<file path="config.mk">
export PLATFORM = sky130hd
export DESIGN_NAME = dequant_load_ctrl
export DESIGN_NICKNAME = d
export VERILOG_FILES = /design/src/rtl/dequant_load_ctrl.sv
export SDC_FILE = /design/constraint.sdc
export NUM_CORES = 1
export LEC_CHECK = 0
export ABC_CLOCK_PERIOD_IN_PS = 1500
export CORE_MARGIN = 3
export CORE_UTILIZATION = 36
export DETAILED_ROUTE_END_ITERATION = 6
export PLACE_DENSITY = 0.77
export REMOVE_ABC_BUFFERS = 1
export SLEW_MARGIN = 20
export SYNTH_ARGS = -nofsm -noshare
export SYNTH_HDL_FRONTEND = slang
export SYNTH_SLANG_ARGS = --single-unit
</file>
<file path="constraint.sdc">
create_clock -name clk -period 1.5 [get_ports clk]
set_clock_uncertainty 0.05 [all_clocks]
set_input_delay 0.3 -clock clk [delete_from_list [all_inputs] [get_ports clk]]
set_output_delay 0.3 -clock clk [all_outputs]
set_load 0.005 [all_outputs]
</file>
<file path="src/rtl/dequant_load_ctrl.sv">
// rtl/dequant_load_ctrl.sv - streams scale words into block-RAM scale storage (IDLE/LOAD/DONE).
// Optional stall timeout is enabled by defining DEQUANT_LOAD_TIMEOUT_EN.
module dequant_load_ctrl #(
  parameter int          pWEIGHT_DATA_WIDTH = 64,
  parameter logic [31:0] pWEIGHT_BASE_ADDR  = 32'h4000_0000,
  parameter int          pDEQUANT_SCALE_NUM = 32,
  parameter int          pBLOCK_RAM_NUM     = 32,
  parameter int          pTIMEOUT_CYCLES    = 1024
) (
  input  logic                          clk,
  input  logic                          rst,
  input  logic                          start,
  input  logic                          abort,
  input  logic                          s_valid,
  output logic                          s_ready,
  input  logic [pWEIGHT_DATA_WIDTH-1:0] s_data,
  output logic                          wr_en,
  output logic [31:0]                   weight_addr,
  output logic [pWEIGHT_DATA_WIDTH-1:0] weight_data,
  output logic                          busy,
  output logic                          done,
  output logic                          err
);

  localparam int BW = (pBLOCK_RAM_NUM > 1) ? $clog2(pBLOCK_RAM_NUM) : 1;
  localparam int EW = (pDEQUANT_SCALE_NUM > 1) ? $clog2(pDEQUANT_SCALE_NUM) : 1;
  localparam logic [BW-1:0] BLK_LAST = BW'(pBLOCK_RAM_NUM - 1);
  localparam logic [EW-1:0] ENT_LAST = EW'(pDEQUANT_SCALE_NUM - 1);

  typedef enum logic [1:0] {IDLE, LOAD, DONE} state_e;

  state_e                        state_q, state_d;
  logic [BW-1:0]                 blk_q, blk_d;
  logic [EW-1:0]                 ent_q, ent_d;
  logic                          wr_en_q;
  logic [31:0]                   addr_q;
  logic [pWEIGHT_DATA_WIDTH-1:0] data_q;
  logic                          beat;
  logic                          last_beat;

`ifdef DEQUANT_LOAD_TIMEOUT_EN
  localparam int SW = (pTIMEOUT_CYCLES > 1) ? $clog2(pTIMEOUT_CYCLES) : 1;
  localparam logic [SW-1:0] STALL_LAST = SW'(pTIMEOUT_CYCLES - 1);
  logic [SW-1:0] stall_q, stall_d;
  logic          err_q, err_d;
`endif

  // rst gating keeps the handshake closed while reset is held.
  assign s_ready   = !rst && (state_q == LOAD) && !abort;
  assign beat      = s_valid && s_ready;
  assign last_beat = beat && (blk_q == BLK_LAST) && (ent_q == ENT_LAST);

  always_comb begin
    state_d = state_q;
    blk_d   = blk_q;
    ent_d   = ent_q;
`ifdef DEQUANT_LOAD_TIMEOUT_EN
    stall_d = stall_q;
    err_d   = err_q;
`endif
    case (state_q)
      IDLE: begin
        if (start) begin
          state_d = LOAD;
          blk_d   = '0;
          ent_d   = '0;
`ifdef DEQUANT_LOAD_TIMEOUT_EN
          stall_d = '0;
          err_d   = 1'b0;
`endif
        end
      end
      LOAD: begin
        if (abort) begin
          state_d = IDLE;
          blk_d   = '0;
          ent_d   = '0;
        end else if (beat) begin
`ifdef DEQUANT_LOAD_TIMEOUT_EN
          stall_d = '0;
`endif
          if (last_beat) begin
            state_d = DONE;
            blk_d   = '0;
            ent_d   = '0;
          end else if (blk_q == BLK_LAST) begin
            blk_d = '0;
            ent_d = ent_q + 1'b1;
          end else begin
            blk_d = blk_q + 1'b1;
          end
        end else begin
`ifdef DEQUANT_LOAD_TIMEOUT_EN
          if (stall_q == STALL_LAST) begin
            state_d = IDLE;
            err_d   = 1'b1;
            blk_d   = '0;
            ent_d   = '0;
            stall_d = '0;
          end else begin
            stall_d = stall_q + 1'b1;
          end
`endif
        end
      end
      DONE:    state_d = IDLE;
      default: state_d = IDLE;
    endcase
  end

  always_ff @(posedge clk) begin
    if (rst) begin
      state_q <= IDLE;
      blk_q   <= '0;
      ent_q   <= '0;
      wr_en_q <= 1'b0;
      addr_q  <= '0;
      data_q  <= '0;
`ifdef DEQUANT_LOAD_TIMEOUT_EN
      stall_q <= '0;
      err_q   <= 1'b0;
`endif
    end else begin
      state_q <= state_d;
      blk_q   <= blk_d;
      ent_q   <= ent_d;
      wr_en_q <= beat;
      if (beat) begin
        addr_q <= pWEIGHT_BASE_ADDR + 32'(ent_q);
        data_q <= s_data;
      end
`ifdef DEQUANT_LOAD_TIMEOUT_EN
      stall_q <= stall_d;
      err_q   <= err_d;
`endif
    end
  end

  assign wr_en       = wr_en_q;
  assign weight_addr = addr_q;
  assign weight_data = data_q;
  assign busy        = (state_q != IDLE);
  assign done        = (state_q == DONE);
`ifdef DEQUANT_LOAD_TIMEOUT_EN
  assign err         = err_q;
`else
  assign err         = 1'b0;
`endif

endmodule

</file>
==> impl_metrics.json, run 1 <==
{
  "outcome": "complete, but fails checks",
  "failed_checks": "setup timing",
  "rows": 34,
  "grt_max_degree": 26,
  "hold_path.class": "reg2reg",
  "numCtsBuffers": 9,
  "final_cell_area_um2": 6120,
  "synth_ff_type": "dfxtp_1",
  "min_period_ns": 1.81,
  "yosysWarnings": 0,
  "core_um2": 8810,
  "cp.arrival_ns": 2.03,
  "synth.largest_area_cell": "dfxtp_1",
  "fin_hold_ws_ns": 0.398,
  "stdcell_count": 704,
  "via_count": 3455,
  "gp_congestion": 0.758,
  "postSynth.asyncResetShare": 0,
  "cts_tree": "yes",
  "synth_edf_count": 0,
  "htreeDepth": 3,
  "start_util": 0.375,
  "synth_top_area_share": 0.503,
  "avgSynthCellArea_um2": 8.28,
  "final_common_cell": "nand2_1",
  "dieHeight_um": 102,
  "grt_pass1_wl_mm": 16.1,
  "place_inst": 650,
  "seq_area_frac_synth": 0.503,
  "seq_area_um2": 1680,
  "peakVddDrop_mv": 0.454,
  "synth-simple-area-share": 0.202,
  "root_buffer": "clkbuf_8",
  "antenna_found_initial": 0,
  "setup_viol": 84,
  "endpoint_kind": "flop",
  "most-common-layout-cells": "nand2_1 (108), dlygate4sd2_1 (73), clkdlybuf4s50_1 (66)",
  "leakagePower_nw": 2.73,
  "post_synth_num_cell_types": 41,
  "ioPinCount": 170,
  "crit_path_max_fanout": 4,
  "fin_ws_ns": -0.306,
  "drive_gt1_frac": 0.309,
  "fin_setup_tns_ns": -18.95,
  "multiInputGateArea_um2": 1730,
  "required_ns": 1.72,
  "placed_area_um2": 4850,
  "post_drt_wl_per_cell_um": 16.8,
  "clkSinkCount": 83,
  "grt_setup_unrepaired": "yes",
  "drc": 0,
  "drt_wl_total_mm": 11.8,
  "synth_fa_ha_area_frac": 0.0152,
  "dp_hpwl_mm": 6.01,
  "power.density_nw_per_um2": 728,
  "synth-xor-area-share": 0.00530,
  "antenna_left": 0,
  "syn_to_final_growth_pct": 85.2,
  "startpoint_type": "flop",
  "layout_worst_path_cycle_share": 1.20,
  "grt_pass1_vias": 3337,
  "utilization": 0.695,
  "cap_violations": 0,
  "slew_viol_final": 0,
  "n_antenna_cell": 0,
  "grtUsageTotal": 0.200,
  "die_w_um": 102,
  "dieArea_um2": 10400,
  "synthMuxAreaShare": 0,
  "timing_hold_violations_final": 0,
  "syn-cell-area_um2": 3300,
  "portBuffers": 142,
  "fillers": 654,
  "first_pass_iters": 4,
  "grt_overflow": 0,
  "vias_per_cell": 4.91,
  "power_mw": 4.45,
  "dp_slack_ns": -0.599,
  "synth_compound_area_frac": 0.158,
  "synth_area_leaders": "dfxtp_1 (50%), nand2_1 (16%), o21ai_0 (7.7%)",
  "path_class": "reg2reg",
  "clock_path_buffers": 2,
  "ys_seq_elements": 83,
  "fmaxAchievable_ghz": 0.554,
  "clk_pin_slew_ns": 0.09,
  "synth_top_family_by_area": "simple AND/OR/NAND/NOR gates",
  "clkLatencyLatePin_ns": 0.35,
  "syn-instance-count": 399,
  "fin_nets": 664,
  "drt-initial-drc-count": 112
}
[cell usage after synthesis, types with 2 or more instances]
| cell type | number |
|---|---|
| a21oi_1 | 4 |
| a22o_1 | 2 |
| and2b_1 | 2 |
| and3_1 | 3 |
| buf_4 | 28 |
| buf_6 | 9 |
| clkbuf_1 | 12 |
| dfxtp_1 | 83 |
| ha_1 | 4 |
| inv_1 | 3 |
| nand2_1 | 141 |
| nand3_1 | 4 |
| nor2_1 | 5 |
| nor3_1 | 3 |
| o21a_1 | 2 |
| o21ai_0 | 51 |
| o21ai_1 | 19 |
[cell families after synthesis]
family                     after synthesis
AOI/OAI and AO/OA                       90
xor gates and xnor gates                 2
adders and majority gates                4
buffers and inverters                   55
DFF                                     83
other                                    1
and+or+nand+nor                        164
[path summary, 6_finish.rpt]
kind	from	to	slack (ns)	depth (start not counted)
hold / removal	weight_addr[4]$_SDFFE_PP0P_	weight_addr[4]$_SDFFE_PP0P_	0.40	2
setup reg to reg	state_q[0]$_SDFFE_PP0P_	weight_addr[1]$_SDFFE_PP0P_	-0.31	10
setup / recovery	state_q[0]$_SDFFE_PP0P_	weight_addr[1]$_SDFFE_PP0P_	-0.31	10
hold reg to reg	weight_addr[4]$_SDFFE_PP0P_	weight_addr[4]$_SDFFE_PP0P_	0.40	2
[state kept, by name, summed over array words and instances, names as in the netlist]
| register | cells |
|---|---|
| wr_en | 1 |
| weight_data | 64 |
| state_q | 2 |
| weight_addr | 6 |
| blk_q | 5 |
| ent_q | 5 |
[critical path, cell delays in order, from the launching register on]
cell and delay, ns:
dfxtp_2 0.33, or3b_4 0.38, buf_6 0.13, nor2b_4 0.14, buf_12 0.12, buf_12 0.10
buf_12 0.10, buf_12 0.12, clkbuf_16 0.15, nand2_2 0.04, o21ai_1 0.06
[layout make-up]
type / instances / share of cell area
clock inverter: 4 / 0.00839
multi-input combinational: 287 / 0.283
timing repair buffer: 206 / 0.386
sequential: 83 / 0.275
tap: 108 / 0.0221
clock buffer: 12 / 0.0221
inverter: 4 / 0.00286
[where the power goes]
part           internal [mW]  switching [mW]
clock network          0.772           0.766
logic                  0.377           0.262
registers               2.25          0.0238
total                   3.40            1.05
[routing by layer]
layer | share of wire | GRT usage | vias to the layer above
li1 | - | - | 1649
met1 | 0.42 | 0.237 | 1652
met2 | 0.50 | 0.338 | 129
met3 | 0.057 | 0.0592 | 25
met4 | 0.022 | 0.0838 | 0
met5 | 0 | 0 | -
[repair_timing]
action | CTS | global route
setup endpoints to repair | 157 | 86
gates resized for setup | 147 | 127
cloned | 11 | 10
hold buffers | 0 | 0
pin swaps | 12 | 44
buffers inserted | 18 | 5
No activity file was read; power rests on OpenSTA's default activity.
==> run 2: changes to the inputs <==
--- a/config.mk
+++ b/config.mk
@@ -11,7 +11,8 @@
 export DETAILED_ROUTE_END_ITERATION = 6
 export PLACE_DENSITY = 0.77
 export REMOVE_ABC_BUFFERS = 1
-export SLEW_MARGIN = 20
+export SKIP_LAST_GASP = 1
+export SLEW_MARGIN = 10
 export SYNTH_ARGS = -nofsm -noshare
 export SYNTH_HDL_FRONTEND = slang
 export SYNTH_SLANG_ARGS = --single-unit
==> impl_metrics.json, run 2 (synthesis gave the netlist of run 1 again) <==
{
  "vias_per_cell": 4.90,
  "fin_ws_ns": -0.307,
  "clk_pin_slew_ns": 0.09,
  "crit_path_max_fanout": 4,
  "min_period_ns": 1.81,
  "numCtsBuffers": 9,
  "grtUsageTotal": 0.200,
  "clock_path_buffers": 2,
  "cap_violations": 0,
  "pwr-share-comb": 0.142,
  "dieArea_um2": 10400,
  "drive_gt1_frac": 0.294,
  "n_antenna_cell": 0,
  "startpoint_type": "flop",
  "dp_hpwl_mm": 6.01,
  "drt-initial-drc-count": 116,
  "cp.arrival_ns": 2.03,
  "grt_pass1_vias": 3337,
  "antenna_left": 0,
  "first_pass_iters": 4,
  "start_util": 0.375,
  "portBuffers": 142,
  "peakVddDrop_mv": 0.467,
  "ioPinCount": 170,
  "place_inst": 650,
  "p_clk_frac": 0.346,
  "timing_hold_violations_final": 0,
  "setup_viol": 84,
  "final_common_cell": "nand2_1",
  "layout_worst_path_cycle_share": 1.20,
  "root_buffer": "clkbuf_8",
  "grt_pass1_wl_mm": 16.1,
  "gp_congestion": 0.758,
  "cts_tree": "yes",
  "p_int_mw": 3.40,
  "grt_max_degree": 26,
  "most-common-layout-cells": "nand2_1 (110), dlygate4sd2_1 (73), clkdlybuf4s50_1 (66)",
  "endpoint_kind": "flop",
  "drc": 0,
  "power.density_nw_per_um2": 731,
  "fmaxAchievable_ghz": 0.553,
  "p_sw_mw": 1.05,
  "largest_register_ffs": 64,
  "grt_overflow": 0,
  "switching_share": 0.236,
  "antenna_found_initial": 0,
  "clkLatencyLatePin_ns": 0.35,
  "hold_path.class": "reg2reg",
  "drt_wl_total_mm": 11.7,
  "failed_checks": "setup timing",
  "slew_viol_final": 0,
  "dieHeight_um": 102,
  "die_w_um": 102,
  "via_count": 3449,
  "p_seq_frac": 0.511,
  "fin_nets": 664,
  "outcome": "complete, but fails checks",
  "syn_to_final_growth_pct": 84.3,
  "core_um2": 8810,
  "grt_setup_unrepaired": "yes",
  "path_class": "reg2reg",
  "cts_hold_buf": 0,
  "utilization": 0.691,
  "required_ns": 1.72,
  "clkSinkCount": 83,
  "leakagePower_nw": 2.72,
  "stdcell_count": 704,
  "rows": 34,
  "post_drt_wl_per_cell_um": 16.6,
  "htreeDepth": 3
}
[run 2: stage by stage]
step	TNS, ns	hold WS [ns]	instance area [um2]	total power, mW	worst slack, ns
floorplan	-85.53	0.319	3030	2.45	-1.20
global placement	-41.27	0.384	4850	2.80	-0.544
detailed placement	-45.57	0.391	4850	2.81	-0.599
CTS	-17.14	0.376	5540	4.40	-0.254
global route	-24.08	0.415	6090	4.64	-0.358
finish	-19.15	0.397	6090	4.45	-0.307
[run 2: power groups by stage]
stage	registers (mW)	logic (mW)	clock network, mW
2_1_floorplan	2.33	0.126	0
3_3_place_gp	2.32	0.481	0
3_5_place_dp	2.32	0.489	0
4_1_cts	2.27	0.553	1.58
5_1_grt	2.28	0.677	1.68
6_report	2.27	0.633	1.54
[run 2: per-layer routing]
layer  share of wire  wire [um]  track usage
met1            0.42       4840        0.237
met2            0.50       5870        0.338
met3           0.061        712       0.0592
met4           0.020        228       0.0838
met5               0          0            0
[run 2: path summary, 6_finish.rpt]
path	startpoint	end	slack [ns]	cells past startpoint
worst max register to register	state_q[0]$_SDFFE_PP0P_	weight_addr[1]$_SDFFE_PP0P_	-0.31	10
worst max-delay path	state_q[0]$_SDFFE_PP0P_	weight_addr[1]$_SDFFE_PP0P_	-0.31	10
worst min-delay path	weight_data[12]$_SDFFE_PP0P_	weight_data[12]$_SDFFE_PP0P_	0.40	2
worst min register to register	weight_data[12]$_SDFFE_PP0P_	weight_data[12]$_SDFFE_PP0P_	0.40	2
[run 2: layout make-up]
class,count,area (um2)
Fill cell,673,2720
Timing Repair Buffer,206,2360
Multi-Input combinational cell,287,1710
Sequential cell,83,1680
Clock buffer,12,135
Tap cell,108,135
Clock inverter,4,51.3
Inverter,4,17.5
[run 2: critical path: stages (launching register included)]
cell and delay, ns:
dfxtp_2 0.33, or3b_4 0.38, buf_6 0.13, nor2b_4 0.14
buf_12 0.12, buf_12 0.10, buf_12 0.10, buf_12 0.13
clkbuf_16 0.15, nand2_2 0.04, o21ai_1 0.06
[run 2: timing repair]
item	CTS	global route
gates cloned	11	10
endpoints found under the hold margin	0	0
setup endpoints to repair	157	86
resized for setup	136	124
pin swaps	12	43
setup buffers	18	5
==> run 3: changes to the inputs <==
--- a/config.mk
+++ b/config.mk
@@ -10,6 +10,7 @@
 export CORE_UTILIZATION = 36
 export DETAILED_ROUTE_END_ITERATION = 6
 export PLACE_DENSITY = 0.77
+export RECOVER_POWER = 25
 export REMOVE_ABC_BUFFERS = 1
 export SKIP_LAST_GASP = 1
 export SLEW_MARGIN = 10
==> impl_metrics.json, run 3 (synthesis gave the netlist of run 1 again) <==
{
  "grtUsageTotal": 0.200,
  "switching_share": 0.236,
  "grt_max_degree": 26,
  "grt_pass1_wl_mm": 16.1,
  "placed_area_um2": 4850,
  "crit_path_max_incr_delay_ns": 0.38,
  "final_cell_area_um2": 6080,
  "antenna_found_initial": 0,
  "cp_common_cell": "buf_12",
  "drive_gt1_frac": 0.285,
  "via_count": 3449,
  "cts_hold_buf": 0,
  "start_util": 0.375,
  "syn_to_final_growth_pct": 84.1,
  "root_buffer": "clkbuf_8",
  "ioPinCount": 170,
  "pwr-share-comb": 0.142,
  "final_common_cell": "nand2_1",
  "antenna_left": 0,
  "worst_path_max_delay_cell": "or3b_4",
  "fin_hold_ws_ns": 0.398,
  "failed_checks": "setup timing",
  "clk_pin_slew_ns": 0.09,
  "hold-path-cell-count": 2,
  "endpoint_kind": "flop",
  "clock_path_buffers": 2,
  "min_period_ns": 1.81,
  "fin_ws_ns": -0.307,
  "wl_met2_mm": 5.87,
  "most-common-layout-cells": "nand2_1 (110), dlygate4sd2_1 (73), dfxtp_1 (70)",
  "clkSinkCount": 83,
  "cts_tree": "yes",
  "leakagePower_nw": 2.71,
  "die_w_um": 102,
  "p_clk_frac": 0.346,
  "largest_register_ffs": 64,
  "first_pass_iters": 4,
  "r2r-start": "state_q[0]$_SDFFE_PP0P_",
  "numCtsBuffers": 9,
  "hold_end": "weight_addr[4]$_SDFFE_PP0P_",
  "required_ns": 1.72,
  "portBuffers": 142,
  "grt_overflow": 0,
  "drt-initial-drc-count": 116,
  "dieHeight_um": 102,
  "drt_wl_total_mm": 11.7,
  "clkLatencyLatePin_ns": 0.35,
  "r2r-end": "weight_addr[1]$_SDFFE_PP0P_",
  "r2r_slack_ns": -0.31,
  "grt_pass1_vias": 3337,
  "dieArea_um2": 10400,
  "fmaxAchievable_ghz": 0.553,
  "wl_met3_um": 712,
  "p_int_mw": 3.40,
  "r2r_cells": 10,
  "fin_nets": 664,
  "top_layer": "met4",
  "power.density_nw_per_um2": 731,
  "grt_setup_unrepaired": "yes",
  "startpoint_type": "flop",
  "layout_worst_path_cycle_share": 1.20,
  "timing_hold_violations_final": 0,
  "p_sw_mw": 1.05,
  "vias_per_cell": 4.90,
  "slew_viol_final": 0,
  "setup_viol": 84,
  "wl_met1_mm": 4.84,
  "peakVddDrop_mv": 0.467,
  "htreeDepth": 3,
  "p_seq_frac": 0.511,
  "path_cells": "or3b_4 > buf_6 > nor2b_4 > buf_12 > buf_12 > buf_12 > buf_12 > clkbuf_16 > nand2_2 > o21ai_1",
  "post_drt_wl_per_cell_um": 16.6,
  "cap_violations": 0,
  "hold_path.class": "reg2reg",
  "outcome": "complete, but fails checks",
  "hp-start": "weight_addr[4]$_SDFFE_PP0P_",
  "drc": 0,
  "crit_path_max_fanout": 4,
  "rows": 34,
  "n_antenna_cell": 0,
  "cp.arrival_ns": 2.03,
  "gp_congestion": 0.758,
  "dp_hpwl_mm": 6.01,
  "core_um2": 8810,
  "path_class": "reg2reg"
}
run 3: cell counts in the layout (fill, tap and decap cells not counted):
Identical to the previous run, type by type.
run 3: layout make-up:
class / count / area (um2)
flip-flops and latches: 83 / 1680
repair buffers: 206 / 2360
clock buffers: 12 / 135
multi-input cells: 287 / 1710
well taps: 108 / 135
inverters: 4 / 17.5
fillers: 676 / 2730
clock inverters: 4 / 51.3
run 3: worst max-delay path by stage:
stage,from,slack [ns],to
after floorplan,state_q[0]$_SDFFE_PP0P_,-1.20,weight_addr[0]$_SDFFE_PP0P_
final,state_q[0]$_SDFFE_PP0P_,-0.31,weight_addr[1]$_SDFFE_PP0P_
after global routing,state_q[0]$_SDFFE_PP0P_,-0.36,weight_data[32]$_SDFFE_PP0P_
after global placement,abort,-0.54,s_ready
after CTS,state_q[0]$_SDFFE_PP0P_,-0.25,weight_data[32]$_SDFFE_PP0P_
after detailed placement,abort,-0.60,weight_data[45]$_SDFFE_PP0P_
run 3: repair_timing:
item                                    in CTS  in global routing
endpoints found under the setup margin     157                 86
cloned                                      11                 10
setup buffers                               18                  5
pin swaps                                   12                 43
resized for setup                          136                124
run 3: stage by stage:
step	setup slack (ns)	total power [mW]	util	setup TNS, ns	std cells
detailed placement	-0.599	2.81	0.551	-45.57	650
floorplan	-1.20	2.45	-	-85.53	374
finish	-0.307	4.45	0.691	-19.13	704
global route	-0.358	4.64	0.691	-24.06	704
CTS	-0.254	4.40	0.630	-17.14	694
global placement	-0.544	2.80	0.551	-41.27	650
run 3: power by group through the flow:
stage	sequential [mW]	combinational [mW]	clock, mW
after CTS	2.27	0.553	1.58
final	2.27	0.633	1.54
after global routing	2.28	0.677	1.68
after global placement	2.32	0.481	0
after detailed placement	2.32	0.489	0
after floorplan	2.33	0.126	0
run 3: per-layer routing:
layer | track usage | up-vias
met1 | 0.237 | 1649
met5 | 0 | -
met4 | 0.0838 | 0
met3 | 0.0592 | 21
met2 | 0.338 | 132
li1 | - | 1647
run 3: critical path, delay by kind of cell, from the launching register on:
kind                   cells  cell delay, ns
AO/OA/AOI/OAI              1            0.06
buffers and inverters      6            0.73
flip-flops                 1            0.33
AND/OR/NAND/NOR            3            0.56
